[config.mk]
export PLATFORM = sky130hd
export DESIGN_NAME = interboard_rx_link
export DESIGN_NICKNAME = d
export VERILOG_FILES = /design/src/rtl/bingo_link_pkg.sv /design/src/rtl/sync_bit.sv /design/src/rtl/interboard_rx_link.sv
export SDC_FILE = /design/constraint.sdc
export NUM_CORES = 1
export LEC_CHECK = 0
export CORE_ASPECT_RATIO = 1.1
export CORE_MARGIN = 4
export CORE_UTILIZATION = 44
export CTS_CLUSTER_DIAMETER = 80
export CTS_CLUSTER_SIZE = 40
export DETAILED_ROUTE_END_ITERATION = 12
export PLACE_DENSITY = 0.75
export RECOVER_POWER = 25
export SKIP_LAST_GASP = 1
export SLEW_MARGIN = 15
export SYNTH_ARGS = -nofsm -noshare
export SYNTH_HDL_FRONTEND = slang
export SYNTH_SLANG_ARGS = --single-unit
[constraint.sdc]
create_clock -name clk -period 1.85 [get_ports clk]
set_clock_uncertainty 0.2 [all_clocks]
set_input_delay 0.555 -clock clk [delete_from_list [all_inputs] [get_ports clk]]
set_output_delay 0.555 -clock clk [all_outputs]
set_load 0.05 [all_outputs]
[src/rtl/bingo_link_pkg.sv]
// rtl/bingo_link_pkg.sv - shared encodings and beat helpers for the two-board Bingo link
package bingo_link_pkg;

  localparam int MSG_TYPE_W   = 3;
  localparam int NUM_W        = 5;
  localparam int BEAT_W       = 6;
  localparam int BEAT_HDR_BIT = 5;

  typedef enum logic [MSG_TYPE_W-1:0] {
    MSG_NONE   = 3'd0,
    MSG_NUMBER = 3'd1,
    MSG_START  = 3'd2,
    MSG_BINGO  = 3'd3,
    MSG_WIN    = 3'd4,
    MSG_LOSE   = 3'd5,
    MSG_SYNC   = 3'd6,
    MSG_RESET  = 3'd7
  } msg_type_e;

  typedef enum logic [1:0] {
    S_DRAIN = 2'd0,
    S_IDLE  = 2'd1,
    S_ACK   = 2'd2
  } rx_state_e;

  function automatic logic is_header(input logic [BEAT_W-1:0] beat);
    return beat[BEAT_HDR_BIT];
  endfunction

endpackage

[src/rtl/sync_bit.sv]
// rtl/sync_bit.sv - STAGES-deep single-bit synchroniser, clears to 0 on reset
module sync_bit #(
  parameter int STAGES = 2
) (
  input  logic clk,
  input  logic rst,
  input  logic d_i,
  output logic q_o
);

  logic [STAGES-1:0] sync_q;
  logic [STAGES-1:0] sync_d;

  assign sync_d = {sync_q[STAGES-2:0], d_i};

  always_ff @(posedge clk) begin
    if (rst) begin
      sync_q <= '0;
    end else begin
      sync_q <= sync_d;
    end
  end

  assign q_o = sync_q[STAGES-1];

endmodule

[src/rtl/interboard_rx_link.sv]
// rtl/interboard_rx_link.sv - 4-phase receive link assembling header+payload frames
// Optional payload timeout with frame_err enabled by INTERBOARD_RX_TIMEOUT_EN.
module interboard_rx_link
  import bingo_link_pkg::*;
#(
  parameter int SYNC_STAGES    = 2,
  parameter int TIMEOUT_CYCLES = 1_000_000
) (
  input  logic                  clk,
  input  logic                  rst,
  input  logic                  Request_in,
  input  logic [BEAT_W-1:0]     inter_data_in,
  output logic                  Ack_out,
  output logic                  interboard_en,
  output logic [MSG_TYPE_W-1:0] interboard_msg_type,
  output logic [NUM_W-1:0]      interboard_number,
  output logic                  interboard_rst,
  output logic                  frame_err
);

  localparam int                FILL_W    = $clog2(SYNC_STAGES + 1);
  localparam logic [FILL_W-1:0] FILL_DONE = FILL_W'(SYNC_STAGES);

  logic req_s;

  sync_bit #(.STAGES(SYNC_STAGES)) u_req_sync (
    .clk (clk),
    .rst (rst),
    .d_i (Request_in),
    .q_o (req_s)
  );

  rx_state_e             state_q, state_d;
  logic [FILL_W-1:0]     fill_q, fill_d;
  logic                  ack_q, ack_d;
  logic                  expecting_q, expecting_d;
  logic [MSG_TYPE_W-1:0] type_hold_q, type_hold_d;
  logic [MSG_TYPE_W-1:0] msg_type_q, msg_type_d;
  logic [NUM_W-1:0]      number_q, number_d;
  logic                  en_q, en_d;
  logic                  rst_pulse_q, rst_pulse_d;
  logic                  sample;
  logic                  hdr_accept;
  logic                  pay_accept;

`ifdef INTERBOARD_RX_TIMEOUT_EN
  localparam int               CNT_W    = $clog2(TIMEOUT_CYCLES);
  localparam logic [CNT_W-1:0] CNT_LAST = CNT_W'(TIMEOUT_CYCLES - 1);
  logic [CNT_W-1:0] cnt_q, cnt_d;
  logic             err_q, err_d;
`endif

  always_comb begin
    state_d     = state_q;
    fill_d      = fill_q;
    expecting_d = expecting_q;
    type_hold_d = type_hold_q;
    msg_type_d  = msg_type_q;
    number_d    = number_q;
    en_d        = 1'b0;
    rst_pulse_d = 1'b0;
    sample      = 1'b0;

    // The synchroniser is zero right after reset, so a held request only becomes
    // visible once it has refilled; DRAIN waits for that before trusting req_s==0.
    if (fill_q != FILL_DONE) fill_d = fill_q + 1'b1;

    unique case (state_q)
      S_DRAIN: if (fill_q == FILL_DONE && !req_s) state_d = S_IDLE;
      S_IDLE: begin
        if (req_s) begin
          sample  = 1'b1;
          state_d = S_ACK;
        end
      end
      S_ACK:   if (!req_s) state_d = S_IDLE;
      default: state_d = S_DRAIN;
    endcase

    hdr_accept = sample && is_header(inter_data_in);
    pay_accept = sample && !is_header(inter_data_in) && expecting_q;

    if (hdr_accept) begin
      type_hold_d = inter_data_in[MSG_TYPE_W-1:0];
      expecting_d = 1'b1;
    end
    if (pay_accept) begin
      msg_type_d  = type_hold_q;
      number_d    = inter_data_in[NUM_W-1:0];
      en_d        = 1'b1;
      rst_pulse_d = (type_hold_q == MSG_RESET);
      expecting_d = 1'b0;
    end

`ifdef INTERBOARD_RX_TIMEOUT_EN
    cnt_d = cnt_q;
    err_d = 1'b0;
    if (hdr_accept) begin
      cnt_d = '0;
    end else if (expecting_q) begin
      if (cnt_q == CNT_LAST) begin
        if (!pay_accept) begin
          expecting_d = 1'b0;
          err_d       = 1'b1;
        end
      end else begin
        cnt_d = cnt_q + 1'b1;
      end
    end
`endif

    ack_d = (state_d == S_ACK);
  end

  always_ff @(posedge clk) begin
    if (rst) begin
      state_q     <= S_DRAIN;
      fill_q      <= '0;
      ack_q       <= 1'b0;
      expecting_q <= 1'b0;
      type_hold_q <= '0;
      msg_type_q  <= '0;
      number_q    <= '0;
      en_q        <= 1'b0;
      rst_pulse_q <= 1'b0;
    end else begin
      state_q     <= state_d;
      fill_q      <= fill_d;
      ack_q       <= ack_d;
      expecting_q <= expecting_d;
      type_hold_q <= type_hold_d;
      msg_type_q  <= msg_type_d;
      number_q    <= number_d;
      en_q        <= en_d;
      rst_pulse_q <= rst_pulse_d;
    end
  end

`ifdef INTERBOARD_RX_TIMEOUT_EN
  always_ff @(posedge clk) begin
    if (rst) begin
      cnt_q <= '0;
      err_q <= 1'b0;
    end else begin
      cnt_q <= cnt_d;
      err_q <= err_d;
    end
  end
  assign frame_err = err_q;
`else
  assign frame_err = 1'b0;
`endif

  assign Ack_out             = ack_q;
  assign interboard_en       = en_q;
  assign interboard_msg_type = msg_type_q;
  assign interboard_number   = number_q;
  assign interboard_rst      = rst_pulse_q;

endmodule

==> results of run 1 <==
cell usage in the layout (no fill, tap or decap), types with 2 or more instances in the layout:
cell type | netlist | layout
mux2i_1 | 3 | 3
nor2_1 | 6 | 6
inv_1 | 3 | 3
clkdlybuf4s50_1 | 0 | 8
buf_12 | 0 | 10
buf_4 | 1 | 3
nor2b_1 | 2 | 2
clkbuf_4 | 0 | 3
nor3b_1 | 2 | 2
a22o_1 | 8 | 8
dfxtp_1 | 21 | 21
final cells by class:
type	instances	area [um2]	share of cell area
flip-flops and latches	21	420	0.396
inverters	3	11.3	0.0106
repair buffers	22	308	0.290
well taps	17	21.3	0.0200
clock buffers	4	26.3	0.0248
multi-input cells	34	274	0.258
stage by stage:
stage          total power, W   util  cells  instance area [um2]  hold slack, ns
4_1_cts              0.000870  0.691    101                 1080           0.259
5_1_grt              0.000923  0.681    101                 1060           0.270
3_3_place_gp         0.000644  0.674     97                 1050           0.221
3_5_place_dp         0.000654  0.674     97                 1050           0.229
2_1_floorplan        0.000610      -     60                  717           0.214
6_report             0.000854  0.681    101                 1060           0.254
routing by layer:
layer / GRT usage / wire length (um) / vias to the layer above
li1: - / - / 260
met1: 0.167 / 545 / 236
met2: 0.209 / 610 / 17
met3: 0.0323 / 91 / 2
met4: 0.0853 / 13 / 0
met5: 0 / 0 / -
power by group:
part / switching (W) / leakage (nW) / total, W / internal (W)
combinational: 0.0000673 / 0.255 / 0.000134 / 0.0000664
sequential: 0.0000230 / 0.170 / 0.000507 / 0.000484
clock: 0.000130 / 0.0150 / 0.000213 / 0.0000839
how the worst max path moves through the flow:
stage and to:
6_report type_hold_q[0]$_SDFFE_PP0P_, 5_1_grt state_q[0]$_SDFF_PP0_, 4_1_cts interboard_msg_type[1]$_SDFFE_PP0P_, 3_5_place_dp interboard_msg_type[1]$_SDFFE_PP0P_
3_3_place_gp type_hold_q[0]$_SDFFE_PP0P_, 2_1_floorplan interboard_rst$_SDFF_PP0_
cell families after synthesis:
group                    count (synthesis)  share of synthesized area
buffers and inverters                    5                     0.0314
adder cells (fa/ha/maj)                  1                     0.0174
XOR/XNOR                                 2                     0.0244
flip-flops                              21                      0.586
multiplexers                             3                     0.0419
AO/OA/AOI/OAI                           12                      0.145
other                                    1                    0.00523
AND/OR/NAND/NOR                         15                      0.148
registers in the layout (all words and copies together) (netlist names):
signal	count
interboard_en	1
expecting_q	1
fill_q	2
Ack_out	1
interboard_msg_type	3
interboard_number	5
state_q	2
type_hold_q	3
u_req_sync.sync_q	2
interboard_rst	1
Yosys cell counts:
library cell / instances
buf_4: 1
and4_1: 1
mux2i_1: 3
nor2_1: 6
a2111oi_0: 1
a31oi_2: 1
a21oi_1: 1
a21boi_0: 1
xor2_1: 1
and3b_2: 1
conb_1: 1
nor3_1: 1
a22o_1: 8
nor3b_1: 2
nand4b_1: 1
nor4b_4: 1
inv_1: 3
dfxtp_1: 21
nor2b_1: 2
ha_1: 1
xnor2_1: 1
clkbuf_1: 1
==> impl_results.md, run 1 <==
- Clk Latency, worst-skew pair: a little under 0.3 ns
- Avg WL per Cell: about 12 um
- FP Rows: 15
- CP Data Required Time: around 1.9 ns
- Fillers: about 120
- Hold EP: u_req_sync.sync_q[1]$_SDFF_PP0_
- Vias in the first global route: 525
- Layout cells sized above 1: 0.238
- Final worst path period share: 0.900
- Area leader, netlist: dfxtp_1
- Largest net degree at the start of global routing: 12
- Hold Path Class: reg2reg
- Die ar.: approximately 2300 um2
- Worst path depth: 4
- Hold Crit Start: u_req_sync.sync_q[0]$_SDFF_PP0_
- Total global routing overflow: 0
- Initial core utilization: 0.460
- Synthesized cell area: 717 um2
- CP startpoint: inter_data_in[5]
- Fin. Hold Viols: 0
- Area grow syn2layout: 48.0%
- Num CTS Buffers: 3
- DRT iter0 DRCs: 10
- Post_cts resized: 0
- First-pass GRT wire length: between 2000 and 2500 um
- Seq/Total Area, Yosys: 0.586
- Final worst slack: 0.186 ns
- Status: finished clean
- Die Wd: ~46 um
- Netlist cell types: 22
- Final-stage net count: 95
- Hold_buf cts: 0
- DR DRC count: 0
- Synth warnings: 0
- Setup TNS: 0 ns
- DP Worst Slack: -0.131 ns
- Syn_area_per_cell: 11.9 um2
- R2R depth: 4
- Crit path max-delay family: buffers and inverters
- Min Tclk post-route: about 1.7 ns
- Setup slack, reg-to-reg: 0.38 ns
- CP bufs+invs: 1
- Finish-stage setup viols: 0
- Leakage: 0.440 nW
- Core Footprint: 1560 um2
- Mapped Cells: 60
- Hold path depth: 1
- CTS Root Cell: clkbuf_4
- CTS tree: built
- CTS sink count: 21
- IO Pins: 21
- #FFs+latches synth: 21
- Via count: roughly 520
- Die H: ~50 um
- Mapped Nets: 70
- H-Tree Depth: 1
- Port Buffers: 19
- PD cells: about 800 nW/um2
- Peak VDD IR: roughly 630 uV
- RSZ-0062 raised after global routing: false
- Final WL: roughly 1300 um
- Vias per cell: ~5
- Post-CTS Setup Repair Bufs: 0
- Worst setup SP type: input port
- Final Wtd Congestion: between 0.7 and 0.8
- Top cells by area, synth: dfxtp_1 (59%), a22o_1 (9.8%), mux2i_1 (4.2%)
- Antenna violations before repair: 0
- Worst reg2reg path startpoint: state_q[0]$_SDFF_PP0_
- Critical path cell sequence: clkdlybuf4s50_1 -> nand4b_1 -> mux2i_1 -> nor2_1
- Diode count: 0
- Top achievable clock speed: 601 MHz
- Number of max-cap violations: 0
- DP HPWL: ~970 um
- Crit path capture type: flop
- Arr. time, crit path: between 1.5 and 2 ns
- Post-route ant nets: 0
- Total GRT Usage: 0.137
- CP peak stage delay: roughly 0.56 ns
- DRT Pass-1 Iters: 4
- Setup CP Type: in2reg
- Clock slew seen by the registers of the worst setup and hold paths: between 0.1 and 0.15 ns
- CP max-delay cell: clkdlybuf4s50_1
- CP Max Fanout: 4
- CTS max path bufs: 2
- Post-synth top area share: 0.586
- Slew Viols, Final: 0
- RR Endpoint: interboard_rst$_SDFF_PP0_
No activity file was read; power rests on OpenSTA's default activity.
==> inputs of run 2 (changes only) <==
- CELL_PAD_IN_SITES_DETAIL_PLACEMENT: unset -> 1
- CELL_PAD_IN_SITES_GLOBAL_PLACEMENT: unset -> 2
- CORE_UTILIZATION: 44 -> 28
- PLACE_DENSITY: 0.75 -> unset
- PLACE_DENSITY_LB_ADDON: unset -> 0.1
==> run 2 against run 1 <==
Effect of this change: clock power is 2% higher; hold slack better by 0.019 ns; sequential share of layout area shrank 1.1 points; largest cell class unchanged; combinational power rose by 4%; first-iteration DRC count is 30% lower; critical path type unchanged; worst setup slack worse by 0.073 ns; register-to-register slack hardly changed; die area up 47%; clock-buffer cell count stayed put; cell area increased by 2.9%.
==> impl_results.md, run 2 (synthesis gave the netlist of run 1 again) <==
- Status: finished clean
- Sw frac: 0.261
- Die Wd: ~56 um
- Final-stage net count: 98
- Internal power: between 0.0006 and 0.0007 W
- Crit path capture type: flop
- Overall Power: about 0.00086 W
- Dpl cells: around 110
- Final worst path period share: 0.939
- Utilization after layout: 0.466
- CP peak stage delay: 0.55 ns
- Die H: about 60 um
- Initial core utilization: 0.306
- PD cells: 790 nW/um2
- Final WL: around 1400 um
- Hold_buf cts: 0
- First-pass GRT wire length: ~2400 um
- DP Area: 1090 um2
- Critical path cell sequence: clkdlybuf4s50_1 -> nand4b_1 -> mux2i_1 -> nor2_1
- CP max-delay cell: clkdlybuf4s50_1
- Clk Latency, worst-skew pair: around 0.30 ns
- Finished Layout Cells: 117
- CP Max Fanout: 4
- Share of power burned in registers: 0.587
- CP Data Required Time: ~1.8 ns
- Worst setup SP type: input port
- Max reg flops: 5
- CTS Root Cell: clkbuf_4
- Setup CP Type: in2reg
- RSZ-0062 raised after global routing: false
- Core Footprint: around 2300 um2
- Min Tclk post-route: ~1.7 ns
- Antenna violations before repair: 0
- Num CTS Buffers: 3
- Hold Path Class: reg2reg
- Die ar.: between 3000 and 4000 um2
- Number of max-cap violations: 0
- H-Tree Depth: 1
- Leakage: around 0.45 nW
- Total GRT Usage: 0.0929
- Top achievable clock speed: roughly 580 MHz
- Fillers: between 200 and 300
- Post_cts resized: 0
- Vias in the first global route: about 520
- Switching power: around 0.00022 W
- Clk pwr share: 0.251
- Area grow syn2layout: 52.4%
- CTS sink count: 21
- Via count: between 500 and 600
- Port Buffers: 19
- Final Wtd Congestion: 0.637
- CTS max path bufs: 2
- Avg WL per Cell: approximately 12 um
- Fin. Hold Viols: 0
- DR DRC count: 0
- Finish-stage setup viols: 0
- Total global routing overflow: 0
- IO Pins: 21
- Logic pwr share: 0.162
- Largest net degree at the start of global routing: 12
- DRT iter0 DRCs: 7
- FP Rows: 18
- Peak VDD IR: 432 uV
- DRT Pass-1 Iters: 3
- Clock slew seen by the registers of the worst setup and hold paths: around 0.12 ns
- Arr. time, crit path: approximately 1.7 ns
- Most common cell after layout, fill and taps aside: dfxtp_1
- Commonest cells after routing, fill and taps aside: dfxtp_1 (21), buf_12 (10), a22o_1 (8), clkdlybuf4s50_1 (8), nor2_1 (6)
- Vias per cell: ~4.4
- Diode count: 0
- Post-CTS Setup Repair Bufs: 0
- CTS tree: built
- Post-route ant nets: 0
- Layout cells sized above 1: 0.241
- Slew Viols, Final: 0
- DP HPWL: roughly 1200 um
- Cell area after layout: 1090 um2
- Worst hold slack: around 0.27 ns
-- run 2: worst paths after layout --
| path | start | end | slack, ns | depth (start not counted) |
|---|---|---|---|---|
| worst max-delay path | inter_data_in[5] | type_hold_q[2]$_SDFFE_PP0P_ | 0.11 | 4 |
| worst max register to register | state_q[0]$_SDFF_PP0_ | interboard_rst$_SDFF_PP0_ | 0.38 | 4 |
| worst min register to register | u_req_sync.sync_q[0]$_SDFF_PP0_ | u_req_sync.sync_q[1]$_SDFF_PP0_ | 0.27 | 1 |
| worst min-delay path | u_req_sync.sync_q[0]$_SDFF_PP0_ | u_req_sync.sync_q[1]$_SDFF_PP0_ | 0.27 | 1 |
-- run 2: metal layers --
metal	up-vias	track usage	share of wire	routed length, um
met1	235	0.121	0.49	708
met5	-	0	0	0
met2	15	0.144	0.44	631
li1	264	-	-	-
met4	0	0.0508	0.012	17
met3	2	0.0231	0.059	85
-- run 2: final cells by class --
type	count	area [um2]	area share
tap	30	37.5	0.0344
clock buffer	4	26.3	0.0241
timing repair buffer	25	323	0.296
sequential	21	420	0.385
multi-input combinational	34	274	0.251
inverter	3	11.3	0.0103
-- run 2: through the flow --
| step | TNS [ns] | worst slack [ns] |
|---|---|---|
| 3_5_place_dp | -1.89 | -0.218 |
| 3_3_place_gp | -1.60 | -0.171 |
| 2_1_floorplan | 0 | 0.396 |
| 6_report | 0 | 0.113 |
| 5_1_grt | 0 | 0.0557 |
| 4_1_cts | 0 | 0.109 |
-- run 2: power by group through the flow --
| stage | clock network, W | logic [W] | registers (W) |
|---|---|---|---|
| final | 0.000217 | 0.000139 | 0.000507 |
| after global routing | 0.000252 | 0.000163 | 0.000511 |
| after CTS | 0.000227 | 0.000144 | 0.000508 |
| after detailed placement | 0 | 0.000143 | 0.000517 |
| after global placement | 0 | 0.000135 | 0.000516 |
| after floorplan | 0 | 0.0000965 | 0.000514 |
-- run 2: worst max-delay path, delay by kind of cell --
| kind | cells | cell delay, ns |
|---|---|---|
| muxes | 1 | 0.25 |
| and+or+nand+nor | 2 | 0.37 |
| buffers and inverters | 1 | 0.55 |
